--- config.mk ---
export PLATFORM = sky130hd
export DESIGN_NAME = lsb_queue_flat
export DESIGN_NICKNAME = d
export VERILOG_FILES = /design/src/rtl/lsb_queue_if.sv /design/src/rtl/lsb_queue.sv /design/src/flat_wrapper.sv
export SDC_FILE = /design/constraint.sdc
export NUM_CORES = 2
export LEC_CHECK = 0
export ABC_AREA = 1
export BUFFER_PORTS_ARGS = -buffer_cell sky130_fd_sc_hd__buf_2
export CORE_MARGIN = 2
export CORE_UTILIZATION = 40
export DETAILED_ROUTE_END_ITERATION = 8
export MAX_ROUTING_LAYER = met4
export SLEW_MARGIN = 20
export SYNTH_ARGS = -nofsm -noshare
export SYNTH_HDL_FRONTEND = slang
export SYNTH_SLANG_ARGS = --single-unit
--- constraint.sdc ---
create_clock -name clk -period 9.5 [get_ports clk]
set_clock_uncertainty 0.05 [all_clocks]
set_input_delay 1.9 -clock clk [delete_from_list [all_inputs] [get_ports clk]]
set_output_delay 1.9 -clock clk [all_outputs]
set_load 0.02 [all_outputs]
--- src/rtl/lsb_queue_if.sv ---
// Bundle of dispatch, CDB, commit, memory and result signals for the load/store buffer.
// Latency: none, wires only.
// Backpressure: nxt_full tells dispatch to stop issuing; mem_done paces memory requests.
interface lsb_queue_if #(
    parameter int ROB_W = 4,
    parameter int CDB_N = 2
);
    logic                   rdy;
    logic                   rollback;
    logic                   nxt_full;
    logic                   issue;
    logic                   issue_is_store;
    logic [2:0]             issue_funct3;
    logic [ROB_W-1:0]       issue_rob_pos;
    logic                   issue_rs1_busy;
    logic [ROB_W-1:0]       issue_rs1_tag;
    logic [31:0]            issue_rs1_val;
    logic                   issue_rs2_busy;
    logic [ROB_W-1:0]       issue_rs2_tag;
    logic [31:0]            issue_rs2_val;
    logic [31:0]            issue_imm;
    logic [CDB_N-1:0]       cdb_valid;
    logic [CDB_N*ROB_W-1:0] cdb_rob_pos;
    logic [CDB_N*32-1:0]    cdb_val;
    logic                   commit_store;
    logic [ROB_W-1:0]       commit_rob_pos;
    logic                   mem_en;
    logic                   mem_wr;
    logic [31:0]            mem_addr;
    logic [2:0]             mem_len;
    logic [31:0]            mem_wdata;
    logic                   mem_done;
    logic [31:0]            mem_rdata;
    logic                   result_valid;
    logic [ROB_W-1:0]       result_rob_pos;
    logic [31:0]            result_val;

    modport master (
        output rdy, rollback, issue, issue_is_store, issue_funct3, issue_rob_pos,
               issue_rs1_busy, issue_rs1_tag, issue_rs1_val,
               issue_rs2_busy, issue_rs2_tag, issue_rs2_val, issue_imm,
               cdb_valid, cdb_rob_pos, cdb_val, commit_store, commit_rob_pos,
               mem_done, mem_rdata,
        input  nxt_full, mem_en, mem_wr, mem_addr, mem_len, mem_wdata,
               result_valid, result_rob_pos, result_val
    );

    modport slave (
        input  rdy, rollback, issue, issue_is_store, issue_funct3, issue_rob_pos,
               issue_rs1_busy, issue_rs1_tag, issue_rs1_val,
               issue_rs2_busy, issue_rs2_tag, issue_rs2_val, issue_imm,
               cdb_valid, cdb_rob_pos, cdb_val, commit_store, commit_rob_pos,
               mem_done, mem_rdata,
        output nxt_full, mem_en, mem_wr, mem_addr, mem_len, mem_wdata,
               result_valid, result_rob_pos, result_val
    );
endinterface

--- src/rtl/lsb_queue.sv ---
// In-order load/store buffer: snoops the CDB for operands, issues head op to memory, returns loads.
// Latency: issue -> mem_en >= 1 cycle; mem_done -> result_valid 1 cycle.
// Backpressure: nxt_full stops dispatch; one outstanding memory request, held until mem_done.
// Option LSB_IO_WAIT_EN: MMIO loads (addr[17:16]==2'b11) wait until io_rob_head equals their rob_pos.
module lsb_queue #(
    parameter int DEPTH = 8,
    parameter int ROB_W = 4,
    parameter int CDB_N = 2
) (
    input  logic             clk,
    input  logic             rst,
`ifdef LSB_IO_WAIT_EN
    input  logic [ROB_W-1:0] io_rob_head,
`endif
    lsb_queue_if.slave       bus
);
    localparam int PW = $clog2(DEPTH);
    localparam int CW = PW + 1;

    typedef enum logic {IDLE, WAIT_MEM} state_t;

    typedef struct packed {
        logic             vld;
        logic             is_store;
        logic             committed;
        logic [2:0]       funct3;
        logic [ROB_W-1:0] rob_pos;
        logic             rs1_busy;
        logic [ROB_W-1:0] rs1_tag;
        logic [31:0]      rs1_val;
        logic             rs2_busy;
        logic [ROB_W-1:0] rs2_tag;
        logic [31:0]      rs2_val;
        logic [31:0]      imm;
    } ent_t;

    ent_t          q [DEPTH];
    ent_t          h, new_ent;
    logic [PW-1:0] head, tail, scan_idx, commit_idx;
    logic [CW-1:0] count, committed_cnt, count_n, count_rb;
    state_t        state, state_n;
    logic          drop, drop_n;
    logic          can_fire, pop, pop_store, do_issue, commit_hit, io_ok;
    logic [31:0]   req_addr;
    logic [32:0]   cap1 [DEPTH];
    logic [32:0]   cap2 [DEPTH];
    logic [32:0]   byp1, byp2;

    // {hit, value} for a tag; lower channel indices override higher ones.
    function automatic logic [32:0] cdb_match(input logic [ROB_W-1:0] tag,
                                              input logic [CDB_N-1:0] v,
                                              input logic [CDB_N*ROB_W-1:0] tags,
                                              input logic [CDB_N*32-1:0] vals);
        logic [32:0] r;
        r = '0;
        for (int k = CDB_N - 1; k >= 0; k--)
            if (v[k] && tags[k*ROB_W +: ROB_W] == tag) r = {1'b1, vals[k*32 +: 32]};
        return r;
    endfunction

    function automatic logic [31:0] load_ext(input logic [2:0] f3, input logic [31:0] d);
        case (f3)
            3'b000:  load_ext = {{24{d[7]}}, d[7:0]};
            3'b001:  load_ext = {{16{d[15]}}, d[15:0]};
            3'b100:  load_ext = {24'd0, d[7:0]};
            3'b101:  load_ext = {16'd0, d[15:0]};
            default: load_ext = d;
        endcase
    endfunction

    function automatic logic [2:0] access_len(input logic [2:0] f3);
        case (f3[1:0])
            2'b00:   access_len = 3'd1;
            2'b01:   access_len = 3'd2;
            default: access_len = 3'd4;
        endcase
    endfunction

    assign h        = q[head];
    assign req_addr = h.rs1_val + h.imm;

`ifdef LSB_IO_WAIT_EN
    assign io_ok = h.is_store || (req_addr[17:16] != 2'b11) || (io_rob_head == h.rob_pos);
`else
    assign io_ok = 1'b1;
`endif

    // A dropped (rolled-back) load in flight completes without popping; the entry is already gone.
    assign can_fire  = (state == IDLE) && h.vld && !h.rs1_busy && !h.rs2_busy &&
                       (!h.is_store || h.committed) && !bus.rollback && io_ok;
    assign pop       = (state == WAIT_MEM) && bus.mem_done && !drop && !(bus.rollback && !h.is_store);
    assign pop_store = pop && h.is_store;
    // When full, the head slot being popped this cycle can take the new op.
    assign do_issue  = bus.issue && !bus.rollback && ((count != CW'(DEPTH)) || pop);
    assign count_n   = count + CW'(do_issue) - CW'(pop);
    assign count_rb  = committed_cnt - CW'(pop_store);
    assign bus.nxt_full = bus.rdy ? (((bus.rollback ? count_rb : count_n)) == CW'(DEPTH))
                                  : (count == CW'(DEPTH));

    // Find the oldest uncommitted store owned by the committing ROB entry.
    always_comb begin
        commit_hit = 1'b0;
        commit_idx = '0;
        scan_idx   = '0;
        for (int i = 0; i < DEPTH; i++) begin
            scan_idx = head + PW'(i);
            if (!commit_hit && bus.commit_store && q[scan_idx].vld && q[scan_idx].is_store &&
                !q[scan_idx].committed && q[scan_idx].rob_pos == bus.commit_rob_pos) begin
                commit_hit = 1'b1;
                commit_idx = scan_idx;
            end
        end
    end

    // CDB snoop results for every stored operand and for the op being issued.
    always_comb begin
        for (int i = 0; i < DEPTH; i++) begin
            cap1[i] = cdb_match(q[i].rs1_tag, bus.cdb_valid, bus.cdb_rob_pos, bus.cdb_val);
            cap2[i] = cdb_match(q[i].rs2_tag, bus.cdb_valid, bus.cdb_rob_pos, bus.cdb_val);
        end
        byp1 = cdb_match(bus.issue_rs1_tag, bus.cdb_valid, bus.cdb_rob_pos, bus.cdb_val);
        byp2 = cdb_match(bus.issue_rs2_tag, bus.cdb_valid, bus.cdb_rob_pos, bus.cdb_val);
    end

    // Entry written at the tail, with same-cycle CDB bypass on busy operands.
    always_comb begin
        new_ent          = '0;
        new_ent.vld      = 1'b1;
        new_ent.is_store = bus.issue_is_store;
        new_ent.funct3   = bus.issue_funct3;
        new_ent.rob_pos  = bus.issue_rob_pos;
        new_ent.imm      = bus.issue_imm;
        new_ent.rs1_tag  = bus.issue_rs1_tag;
        new_ent.rs1_busy = bus.issue_rs1_busy && !byp1[32];
        new_ent.rs1_val  = bus.issue_rs1_busy ? byp1[31:0] : bus.issue_rs1_val;
        new_ent.rs2_tag  = bus.issue_rs2_tag;
        new_ent.rs2_busy = bus.issue_rs2_busy && !byp2[32];
        new_ent.rs2_val  = bus.issue_rs2_busy ? byp2[31:0] : bus.issue_rs2_val;
    end

    // Memory FSM state and drop flag registers.
    always_ff @(posedge clk) begin
        if (rst) begin
            state <= IDLE;
            drop  <= 1'b0;
        end else if (bus.rdy) begin
            state <= state_n;
            drop  <= drop_n;
        end
    end

    // Memory FSM next state: one request in flight; a rollback marks an in-flight load as dropped.
    always_comb begin
        state_n = state;
        drop_n  = drop;
        case (state)
            IDLE: if (can_fire) state_n = WAIT_MEM;
            WAIT_MEM: begin
                if (bus.rollback && !h.is_store) drop_n = 1'b1;
                if (bus.mem_done) begin
                    state_n = IDLE;
                    drop_n  = 1'b0;
                end
            end
            default: state_n = IDLE;
        endcase
    end

    // Queue storage, pointers, counters, memory request and load result registers.
    always_ff @(posedge clk) begin
        if (rst) begin
            head               <= '0;
            tail               <= '0;
            count              <= '0;
            committed_cnt      <= '0;
            for (int i = 0; i < DEPTH; i++) q[i] <= '0;
            bus.mem_en         <= 1'b0;
            bus.mem_wr         <= 1'b0;
            bus.mem_addr       <= '0;
            bus.mem_len        <= '0;
            bus.mem_wdata      <= '0;
            bus.result_valid   <= 1'b0;
            bus.result_rob_pos <= '0;
            bus.result_val     <= '0;
        end else if (bus.rdy) begin
            bus.mem_en <= can_fire;
            if (can_fire) begin
                bus.mem_wr    <= h.is_store;
                bus.mem_addr  <= req_addr;
                bus.mem_len   <= access_len(h.funct3);
                bus.mem_wdata <= h.rs2_val;
            end
            bus.result_valid <= pop && !h.is_store;
            if (pop && !h.is_store) begin
                bus.result_rob_pos <= h.rob_pos;
                bus.result_val     <= load_ext(h.funct3, bus.mem_rdata);
            end
            if (bus.rollback) begin
                for (int i = 0; i < DEPTH; i++)
                    if (q[i].vld && !q[i].committed) q[i].vld <= 1'b0;
                if (pop) q[head].vld <= 1'b0;
                head          <= head + PW'(pop);
                tail          <= head + committed_cnt[PW-1:0];
                count         <= count_rb;
                committed_cnt <= count_rb;
            end else begin
                for (int i = 0; i < DEPTH; i++) begin
                    if (q[i].rs1_busy && cap1[i][32]) begin
                        q[i].rs1_busy <= 1'b0;
                        q[i].rs1_val  <= cap1[i][31:0];
                    end
                    if (q[i].rs2_busy && cap2[i][32]) begin
                        q[i].rs2_busy <= 1'b0;
                        q[i].rs2_val  <= cap2[i][31:0];
                    end
                end
                if (commit_hit) q[commit_idx].committed <= 1'b1;
                if (pop) q[head].vld <= 1'b0;
                if (do_issue) q[tail] <= new_ent;
                head          <= head + PW'(pop);
                tail          <= tail + PW'(do_issue);
                count         <= count_n;
                committed_cnt <= committed_cnt + CW'(commit_hit) - CW'(pop_store);
            end
        end
    end
endmodule

--- src/flat_wrapper.sv ---
// flat-port wrapper written by rule: the top's interface ports become plain ports
module lsb_queue_flat 
#(
    parameter int DEPTH = 8,
    parameter int ROB_W = 4,
    parameter int CDB_N = 2
)
  (clk, rst, bus_rdy, bus_rollback, bus_issue, bus_issue_is_store, bus_issue_funct3, bus_issue_rob_pos, bus_issue_rs1_busy, bus_issue_rs1_tag, bus_issue_rs1_val, bus_issue_rs2_busy, bus_issue_rs2_tag, bus_issue_rs2_val, bus_issue_imm, bus_cdb_valid, bus_cdb_rob_pos, bus_cdb_val, bus_commit_store, bus_commit_rob_pos, bus_mem_done, bus_mem_rdata, bus_nxt_full, bus_mem_en, bus_mem_wr, bus_mem_addr, bus_mem_len, bus_mem_wdata, bus_result_valid, bus_result_rob_pos, bus_result_val);
  lsb_queue_if #(.ROB_W(ROB_W), .CDB_N(CDB_N)) bus_i ();
  input  logic clk;
  input  logic rst;
  input wire logic [$bits(bus_i.rdy)-1:0] bus_rdy;
  input wire logic [$bits(bus_i.rollback)-1:0] bus_rollback;
  input wire logic [$bits(bus_i.issue)-1:0] bus_issue;
  input wire logic [$bits(bus_i.issue_is_store)-1:0] bus_issue_is_store;
  input wire logic [$bits(bus_i.issue_funct3)-1:0] bus_issue_funct3;
  input wire logic [$bits(bus_i.issue_rob_pos)-1:0] bus_issue_rob_pos;
  input wire logic [$bits(bus_i.issue_rs1_busy)-1:0] bus_issue_rs1_busy;
  input wire logic [$bits(bus_i.issue_rs1_tag)-1:0] bus_issue_rs1_tag;
  input wire logic [$bits(bus_i.issue_rs1_val)-1:0] bus_issue_rs1_val;
  input wire logic [$bits(bus_i.issue_rs2_busy)-1:0] bus_issue_rs2_busy;
  input wire logic [$bits(bus_i.issue_rs2_tag)-1:0] bus_issue_rs2_tag;
  input wire logic [$bits(bus_i.issue_rs2_val)-1:0] bus_issue_rs2_val;
  input wire logic [$bits(bus_i.issue_imm)-1:0] bus_issue_imm;
  input wire logic [$bits(bus_i.cdb_valid)-1:0] bus_cdb_valid;
  input wire logic [$bits(bus_i.cdb_rob_pos)-1:0] bus_cdb_rob_pos;
  input wire logic [$bits(bus_i.cdb_val)-1:0] bus_cdb_val;
  input wire logic [$bits(bus_i.commit_store)-1:0] bus_commit_store;
  input wire logic [$bits(bus_i.commit_rob_pos)-1:0] bus_commit_rob_pos;
  input wire logic [$bits(bus_i.mem_done)-1:0] bus_mem_done;
  input wire logic [$bits(bus_i.mem_rdata)-1:0] bus_mem_rdata;
  output wire logic [$bits(bus_i.nxt_full)-1:0] bus_nxt_full;
  output wire logic [$bits(bus_i.mem_en)-1:0] bus_mem_en;
  output wire logic [$bits(bus_i.mem_wr)-1:0] bus_mem_wr;
  output wire logic [$bits(bus_i.mem_addr)-1:0] bus_mem_addr;
  output wire logic [$bits(bus_i.mem_len)-1:0] bus_mem_len;
  output wire logic [$bits(bus_i.mem_wdata)-1:0] bus_mem_wdata;
  output wire logic [$bits(bus_i.result_valid)-1:0] bus_result_valid;
  output wire logic [$bits(bus_i.result_rob_pos)-1:0] bus_result_rob_pos;
  output wire logic [$bits(bus_i.result_val)-1:0] bus_result_val;
  assign bus_i.rdy = bus_rdy;
  assign bus_i.rollback = bus_rollback;
  assign bus_i.issue = bus_issue;
  assign bus_i.issue_is_store = bus_issue_is_store;
  assign bus_i.issue_funct3 = bus_issue_funct3;
  assign bus_i.issue_rob_pos = bus_issue_rob_pos;
  assign bus_i.issue_rs1_busy = bus_issue_rs1_busy;
  assign bus_i.issue_rs1_tag = bus_issue_rs1_tag;
  assign bus_i.issue_rs1_val = bus_issue_rs1_val;
  assign bus_i.issue_rs2_busy = bus_issue_rs2_busy;
  assign bus_i.issue_rs2_tag = bus_issue_rs2_tag;
  assign bus_i.issue_rs2_val = bus_issue_rs2_val;
  assign bus_i.issue_imm = bus_issue_imm;
  assign bus_i.cdb_valid = bus_cdb_valid;
  assign bus_i.cdb_rob_pos = bus_cdb_rob_pos;
  assign bus_i.cdb_val = bus_cdb_val;
  assign bus_i.commit_store = bus_commit_store;
  assign bus_i.commit_rob_pos = bus_commit_rob_pos;
  assign bus_i.mem_done = bus_mem_done;
  assign bus_i.mem_rdata = bus_mem_rdata;
  assign bus_nxt_full = bus_i.nxt_full;
  assign bus_mem_en = bus_i.mem_en;
  assign bus_mem_wr = bus_i.mem_wr;
  assign bus_mem_addr = bus_i.mem_addr;
  assign bus_mem_len = bus_i.mem_len;
  assign bus_mem_wdata = bus_i.mem_wdata;
  assign bus_result_valid = bus_i.result_valid;
  assign bus_result_rob_pos = bus_i.result_rob_pos;
  assign bus_result_val = bus_i.result_val;
  lsb_queue #(.DEPTH(DEPTH), .ROB_W(ROB_W), .CDB_N(CDB_N)) u_core (.clk(clk), .rst(rst), .bus(bus_i));
endmodule
==> results.cfg <==
[status]
status = finished clean

[run]
drv_cap = 0

[cts]
clockBufferDepth = 3
worstSkewPairLatency_ns = 0.78
cts-resized-gates = 0
cts_root_buf = clkbuf_16
cts_buffers = 116
cts_tree = built
cts_hold_buf = 0
clock_sinks = 1053
clk_pin_slew_ns = 0.06
h-tree-depth = 3
post_cts_buffers = 0

[pwr]
power_frac_seq_pct = 45.4
intPower_mw = 8.191
total_leakage_power_nw = 25.93
switching_power_mw = 3.363
clkPwrFrac_pct = 40.2
switching_share_pct = 29.11
power_density_mw_per_mm2 = 170.8
power_frac_comb_pct = 14.4
max-vdd-ir-drop_v = 0.0001504
totalPowerFinal_mw = 11.55

[worst_hold_path]
hold_path.startpoint = u_core.drop
hp-class = reg -> reg
hold_depth = 2
whs_endpoint = u_core.drop

[logic_synthesis]
synth.distinct_cells = 62
synth_simple_gate_area_share_pct = 19.35
synth_top_family_by_area = compound AO/OA/AOI/OAI gates
synth_compound_area_share_pct = 21.58
synth-async-reset-ratio_pct = 0
synthCells = 7358
synth_warnings = 0
syn_avg_cell_area_sq_um = 8.339
synth.area.top_cells = edfxtp_1, nand2_1, o21ai_0
synth-seq-cells = 1053
synthMuxAreaShare_pct = 0
synthAdderAreaFrac_pct = 1.211
yosysMostFrequentCell = nand2_1
synth_largest_area_cell = edfxtp_1
synthTopCellsByCount = nand2_1, nor2_1, o21ai_0, edfxtp_1, nand3_1
synth_ff_type = edfxtp_1
yosys.area.top_type_share_pct = 44.63
ys_seq_area_share_pct = 49.24
synth_area_sq_mm = 0.06136
yosys.area_share.xor_xnor_pct = 0.8708
synth_nets = 7646
synth_edf_count = 912

[cells_and_area]
stdcell_count = 9394
area.sequential_sq_mm = 0.03022
design_area_sq_mm = 0.06766
final_nets = 7531
multiInputGateArea_sq_mm = 0.02668
drive_gt1_share_pct = 10.35
areaGrowthSynthToFinish_pct = 10.27
n_fill_cell = 14850

[route]
drt_iter0_markers = 8786
drt.antenna.violating_nets = 0
dr.pass1.iters = 7
avgRoutedWirePerCell_um = 27.81
drc = 0
vias_per_cell = 6.316
routed_wirelength_um = 261200
vias = 59330

[worst_setup_path]
criticalPathCategory = reg -> out
rr_worst_depth = 21
r2r-end = u_core.bus.mem_addr[26]
cp.required_ns = 7.55
crit_chain = inv_8, nand2_1, nand2_1, nand2_1, nand3_1, nand2_2, inv_2, nor2_2, nor2_4, ha_1, inv_1, ha_1, inv_1, fa_1, xor2_1, o21ai_0, o21ai_0, nand2_1, nor2_1, buf_2
cpPeakStageDelay_ns = 0.83
end_kind = output pin
worstPathMaxFanout = 79
slowest_stage = dfxtp_4
cp_data_arrival_time_ns = 4.56
ff2ff_setup_slack_ns = 3.47
cpMostUsedCell = nand2_1
cp-start-kind = flip-flop

[grt]
grt_max_degree = 119
antenna_found_initial = 23
first_global_vias = 54400
grt_pass1_wl_um = 375600
grt_overflow = 0
grt_use_total_pct = 33.16

[timing]
fmax_mhz = 153.5
max_slew_margin_pct = 22.49
fin_crit_ns = 6.515
setup_slack_ns = 2.985
hold_viol_final = 0
finalSetupTns_ns = 0
rsz0062_at_grt = no
slew_violations = 0
tightestPinTransition_ns = 1.163
setup_viol = 0
finalCritPeriodShare_pct = 68.58

[floorplanning]
dieArea_sq_mm = 0.1565
boundaryPins = 338
die_h_um = 395.7
fp.dieW_um = 395.7
coreArea_sq_mm = 0.1521
rows = 143
initial_core_util_pct = 40.34

[place]
dp_hpwl_um = 161100
placed_cells = 9155
placed_area_sq_mm = 0.06383
gp_congestion = 0.9589
io_buffer_count = 337
pre_cts_slack_ns = 2.971
[worst max-delay path by stage]
stage / start / end / slack (ns) / cells past startpoint
after global routing: flip-flop / bus_nxt_full / 2.67 / 20
after detailed placement: bus_rdy / u_core.q[0][106] / 2.97 / 14
final: flip-flop / bus_nxt_full / 2.99 / 20
after CTS: flip-flop / bus_nxt_full / 2.98 / 20
after floorplan: bus_rollback / bus_nxt_full / 3.56 / 14
after global placement: bus_rdy / u_core.q[0][107] / 3.02 / 14
[state kept, by name, indices dropped and copies added, names as in the netlist, 3 cells and up, named ones only]
signal / count
u_core.bus.mem_addr: 32
u_core.bus.result_rob_pos: 4
u_core.bus.result_val: 32
u_core.bus.mem_wdata: 32
u_core.committed_cnt: 4
u_core.q: 928
u_core.bus.mem_len: 3
u_core.count: 4
u_core.head: 3
u_core.tail: 3
[cell type report]
type / instances / area share [%]
Sequential cell: 1053 / 44.66
Multi-Input combinational cell: 5152 / 39.43
Clock buffer: 143 / 4.581
Timing Repair Buffer: 448 / 3.780
Tap cell: 2030 / 3.754
Inverter: 472 / 2.711
Clock inverter: 74 / 0.9968
Antenna cell: 22 / 0.08137
[per-layer routing]
layer,vias to the layer above,routed length (um),global-route usage [%],share of wire (%)
met3,739,32420,8.076,12
met4,0,15630,18.09,6.0
met1,28460,100500,42.73,38
met5,-,0,-,0
met2,4070,112700,47.87,43
li1,26070,-,-,-
[per-stage QoR]
stage | util [%] | hold WS, ns
global placement | 41.97 | 0.3910
floorplan | - | 0.3807
detailed placement | 41.97 | 0.3991
CTS | 44.45 | 0.4096
finish | 44.49 | 0.4097
global route | 44.48 | 0.4433
[worst max-delay path: cells and delay by family, from the launching register on]
kind / cells / cell delay, ns
AO/OA/AOI/OAI: 2 / 0.29
XOR/XNOR: 1 / 0.13
adder cells (fa/ha/maj): 3 / 0.82
buffers and inverters: 5 / 0.75
flip-flops: 1 / 0.83
AND/OR/NAND/NOR: 9 / 0.93
[cells in the final DEF (no fill, tap or decap), types with 121 or more instances in the layout]
| master | count |
|---|---|
| a21oi_1 | 127 |
| inv_1 | 397 |
| o211ai_1 | 134 |
| a31oi_1 | 121 |
| nand2_1 | 1394 |
| o21ai_0 | 945 |
| o2111ai_1 | 441 |
| nor2_1 | 952 |
| dfxtp_1 | 137 |
| buf_2 | 337 |
| nand3_1 | 450 |
| edfxtp_1 | 912 |
[logic make-up after synthesis]
family,count (synthesis)
buf+inv,1153
flops,1053
compound gates,2113
fa+ha+maj,57
xor+xnor,58
simple gates,2924
[power by group through the flow]
stage	Combinational (mW)	Clock [mW]	Sequential (mW)
floorplan	0.986	0	5.33
global placement	1.60	0	5.34
detailed placement	1.61	0	5.34
CTS	1.62	4.64	5.25
global route	1.77	4.81	5.26
finish	1.66	4.64	5.25
No activity file was read; power rests on OpenSTA's default activity.
